$ cat config.mk
export PLATFORM = sky130hd
export DESIGN_NAME = ram_access_arbiter
export DESIGN_NICKNAME = d
export VERILOG_FILES = /design/src/rtl/ram_arb_pkg.sv /design/src/rtl/ram_access_arbiter.sv
export SDC_FILE = /design/constraint.sdc
export NUM_CORES = 1
export LEC_CHECK = 0
export ABC_CLOCK_PERIOD_IN_PS = 1690
export BUFFER_PORTS_ARGS = -buffer_cell sky130_fd_sc_hd__buf_2
export CORE_ASPECT_RATIO = 0.5
export CORE_MARGIN = 10
export CORE_UTILIZATION = 41
export DETAILED_ROUTE_END_ITERATION = 16
export PLACE_DENSITY = 0.75
export SYNTH_ARGS = -nofsm -noshare
export SYNTH_HDL_FRONTEND = slang
export SYNTH_SLANG_ARGS = --single-unit
$ cat constraint.sdc
create_clock -name clk -period 1.69 [get_ports clk]
set_input_delay 0.4225 -clock clk [delete_from_list [all_inputs] [get_ports clk]]
set_output_delay 0.4225 -clock clk [all_outputs]
set_load 0.02 [all_outputs]
$ cat src/rtl/ram_arb_pkg.sv
// Shared types and widths for the data-RAM access arbiter.
package ram_arb_pkg;
  localparam int RAM_ADDR_W = 7;
  localparam int RAM_DATA_W = 8;

  typedef enum logic [1:0] {ARB_IDLE, ARB_PEND, ARB_ACK} arb_state_t;
endpackage

$ cat src/rtl/ram_access_arbiter.sv
// Shares the 128x8 data RAM between the CPU (always wins, never stalled) and a host port
// that fills CPU-free cycles via a req/ack handshake with a bounded wait.
module ram_access_arbiter
  import ram_arb_pkg::*;
#(
  parameter int ADDR_W  = RAM_ADDR_W,
  parameter int DATA_W  = RAM_DATA_W,
  parameter int TIMEOUT = 15
) (
  input  logic              clk,
  input  logic              reset_n,
  input  logic              cpu_window,
  input  logic [ADDR_W-1:0] cpu_addr,
  input  logic [DATA_W-1:0] cpu_wdata,
  input  logic              cpu_we,
  input  logic              host_req,
  input  logic              host_we,
  input  logic [ADDR_W-1:0] host_addr,
  input  logic [DATA_W-1:0] host_wdata,
  output logic              host_ack,
  output logic              host_err,
  output logic [DATA_W-1:0] host_rdata,
  output logic [ADDR_W-1:0] ram_addr,
  output logic [DATA_W-1:0] ram_data,
  output logic              ram_en,
  input  logic [DATA_W-1:0] ram_out
);
  localparam int CNT_W = $clog2(TIMEOUT + 1);

  arb_state_t        state_q, state_d;
  logic              req_d;
  logic              armed_q;
  logic [CNT_W-1:0]  wait_cnt;
  logic              host_we_q;
  logic [ADDR_W-1:0] host_addr_q;
  logic [DATA_W-1:0] host_wdata_q;
  logic              accept, host_sel, timed_out;

  always_comb begin
    state_d   = state_q;
    accept    = 1'b0;
    host_sel  = 1'b0;
    timed_out = 1'b0;
    case (state_q)
      ARB_IDLE: begin
        // armed_q blocks a req that was already high when reset released
        accept = host_req & ~req_d & armed_q;
        if (accept) state_d = ARB_PEND;
      end
      ARB_PEND: begin
        host_sel  = ~cpu_window;
        timed_out = ~host_sel & (wait_cnt == CNT_W'(TIMEOUT - 1));
        if (host_sel || timed_out) state_d = ARB_ACK;
      end
      ARB_ACK: state_d = ARB_IDLE;
      default: state_d = ARB_IDLE;
    endcase
  end

  always_comb begin
    ram_addr = host_sel ? host_addr_q  : cpu_addr;
    ram_data = host_sel ? host_wdata_q : cpu_wdata;
    ram_en   = host_sel ? host_we_q    : cpu_we;
  end

  always_ff @(posedge clk or negedge reset_n) begin
    if (!reset_n) begin
      state_q    <= ARB_IDLE;
      req_d      <= 1'b0;
      armed_q    <= 1'b0;
      wait_cnt   <= '0;
      host_ack   <= 1'b0;
      host_err   <= 1'b0;
      host_rdata <= '0;
    end else begin
      state_q  <= state_d;
      req_d    <= host_req;
      if (!host_req) armed_q <= 1'b1;
      host_ack <= 1'b0;
      host_err <= 1'b0;
      if (accept) wait_cnt <= '0;
      if (host_sel) begin
        if (!host_we_q) host_rdata <= ram_out;
        host_ack <= 1'b1;
      end else if (timed_out) begin
        host_ack <= 1'b1;
        host_err <= 1'b1;
      end else if (state_q == ARB_PEND && wait_cnt != CNT_W'(TIMEOUT)) begin
        wait_cnt <= wait_cnt + 1'b1;
      end
    end
  end

  // Captured transaction fields carry no reset value.
  always_ff @(posedge clk) begin
    if (accept) begin
      host_we_q    <= host_we;
      host_addr_q  <= host_addr;
      host_wdata_q <= host_wdata;
    end
  end

  ap_cpu_we_in_window: assert property (@(posedge clk) disable iff (!reset_n)
    !(cpu_we && !cpu_window));
endmodule

==> reports/results.ini <==
[run_status]
outcome = complete, but fails checks
violations = setup timing

[grt]
grt_pass1_wl_mm = 6.127
grt_max_degree = 19
antenna_found_initial = 0
grt.overflow.total = 0
grt_usage_pct = 11.80
grt_pass1_vias = 1182

[yosys]
netlist_area_mm2 = 0.001486
yosys_most_used_dff = dfrtp_1
syn_avg_cell_area_um2 = 16.33
ys_warn_count = 0
synthTopCellsByArea = edfxtp_1 (32%), dfrtp_1 (30%), mux2_2 (12%)
async_flop_share_pct = 52.94
yosysTopAreaCell = edfxtp_1
ys_top_cells_by_count = dfrtp_1 (18), edfxtp_1 (16), mux2_2 (16)
yosysSeqAreaShare_pct = 62.63
ys_seq_elements = 34
yosys.area.top_type_share_pct = 32.32
yosysMostFrequentCell = dfrtp_1
synth_enable_flop_cells = 16
syn_inst = 91
synth_cell_type_count = 29
synth_nets = 137

[routing]
vias = 1066
wl_mm = 3.916
wl_per_cell_um = 17.48
drc = 0
antenna_left = 0
via_per_inst = 4.759
drt-initial-drc-count = 33
dr.pass1.iters = 4

[setup_path]
reg2reg_depth = 6
critPathLaunchType = flip-flop
reg2reg_to = host_rdata[0]
endpoint_kind = output port
rrSetupSlack_ns = 0.01
r2r-start = state_q[1]
path_class = reg2out
crit_required_ns = 1.27
path_max_fanout = 4
crit_arrival_ns = 1.64

[cells_and_area]
diodes = 0
fillerInstances = 250
nNetsFinal = 219
final_util_pct = 65.33
drive_above_1_share_pct = 66.47
area.growth.synth_to_final_pct = 51.77

[sta]
grt_setup_unrepaired = true
fmax_mhz = 484.6
fin_skew_ns = 0.01055
worst_slack_ns = -0.3735
hold_viol = 0
fin_crit_ns = 2.064
final_max_slew_viol_count = 0
timing.final.crit_share_pct = 122.1
tightest_slew_ns = 0.3833
max_slew_margin_pct = 74.45
setup_viol_count_final = 16

[pwr]
p_int_w = 0.001828
seq_power_share_pct = 42.2
vdd_drop_max_uv = 597.6
p_sw_w = 0.0007106
p_leak_nw = 1.072
combPwrFrac_pct = 29.8
p_clk_share_pct = 28.0
swShare_pct = 27.99
finalPower_w = 0.002539
power_density_mw_per_mm2 = 1126

[placement]
io_buffers = 69
place_congestion = 0.7259
hpwl_mm = 2.717

[cts]
clock_latency_ns = 0.29
cts_max_path_buffers = 2
cts_root_buf = clkbuf_8
cts_hold_buf = 0
cts_tree = built
cts_sinks = 34
path_clk_slew_ns = 0.07
h-tree-depth = 2
cts_buffers = 5

[worst_hold_path]
hold_class = in2async

[floorplan]
die_h_um = 62.58
ioPinCount = 70
core_mm2 = 0.003453
die_area_mm2 = 0.006580
die_x_um = 105.2
initial_core_util_pct = 43.04
rows = 15

[run]
maxCapViolCount = 0

## registers in the layout, indices dropped and copies added (netlist names)
| signal | count |
|---|---|
| host_we_q | 1 |
| host_rdata | 8 |
| host_ack | 1 |
| host_addr_q | 7 |
| state_q | 2 |
| wait_cnt | 4 |
| host_wdata_q | 8 |
| req_d | 1 |
| host_err | 1 |
| armed_q | 1 |
## critical path: stages (launching register included)
cell,delay (ns)
dfrtp_1,0.41
nor3b_4,0.20
buf_6,0.16
clkbuf_16,0.15
mux2_4,0.30
buf_6,0.13
## kinds of logic (layout without fill, tap and decap cells)
| group | Yosys count | in the layout | share of synthesized area, % |
|---|---|---|---|
| compound gates | 6 | 6 | 2.778 |
| buf+inv | 6 | 88 | 3.451 |
| flops | 34 | 34 | 62.63 |
| fa+ha+maj | 2 | 2 | 1.683 |
| simple gates | 19 | 19 | 9.259 |
| mux | 24 | 24 | 20.20 |
## worst max-delay path by stage
stage                    start     endpoint  slack [ns]  cells after the start
detailed placement  cpu_window  ram_addr[5]       -0.23                      5
floorplan           cpu_window  ram_data[0]       -0.02                      4
global route        state_q[1]  ram_addr[3]       -0.43                      5
CTS                 state_q[1]  ram_data[6]       -0.39                      5
global placement    cpu_window  ram_addr[1]       -0.20                      5
finish              state_q[1]  ram_addr[3]       -0.37                      5
## cell usage in the layout (no fill, tap or decap), drive strengths merged, types with 2 or more instances in the layout
cell type and instances:
nor3 2, nor2 3, a21oi 2, edfxtp 16, and2 2, buf 78, mux2 24, ha 2
dfrtp 18, and4 2, inv 2, clkbuf 6, or2 2
## power by group through the flow
stage	Sequential, W	Combinational [W]	Clock, W
finish	0.00107	0.000756	0.000712
CTS	0.00107	0.000715	0.000721
global placement	0.00108	0.000637	0
floorplan	0.00118	0.000315	0
global route	0.00109	0.000808	0.000763
detailed placement	0.00108	0.000650	0
## layout make-up
cell class | instances | area [um2] | share of cell area (%)
Clock buffer | 5 | 68.82 | 3.050
Tap cell | 51 | 63.81 | 2.829
Clock inverter | 2 | 33.78 | 1.498
Inverter | 2 | 7.507 | 0.3328
Timing Repair Buffer | 79 | 581.8 | 25.79
Sequential cell | 34 | 930.9 | 41.26
Multi-Input combinational cell | 51 | 569.3 | 25.24
## metal layers
| layer | GRT usage (%) | part of all wire, % |
|---|---|---|
| met5 | 0 | 0 |
| met4 | 5.782 | 2.5 |
| met3 | 4.115 | 3.9 |
| met2 | 22.44 | 57 |
| met1 | 11.06 | 37 |
## repair_timing
action,4_1_cts,5_1_grt
endpoints found under the hold margin,0,0
setup endpoints to repair,16,24
pin swaps,2,1
gates cloned,1,1
resized for setup,25,29
setup buffers,2,1
## stage by stage
stage                     area (um2)  instances  setup WS (ns)  hold slack, ns  TNS (ns)
after floorplan                 1486         91       -0.01643          0.1269   -0.1150
after global placement          1929        214        -0.2033          0.3668    -3.470
after detailed placement        1929        214        -0.2283          0.3705    -3.876
after CTS                       2157        224        -0.3875         0.05395    -5.562
after global routing            2256        224        -0.4255         0.06616    -6.835
final                           2256        224        -0.3735         0.04226    -5.686
(Power assumes the default switching activity.)
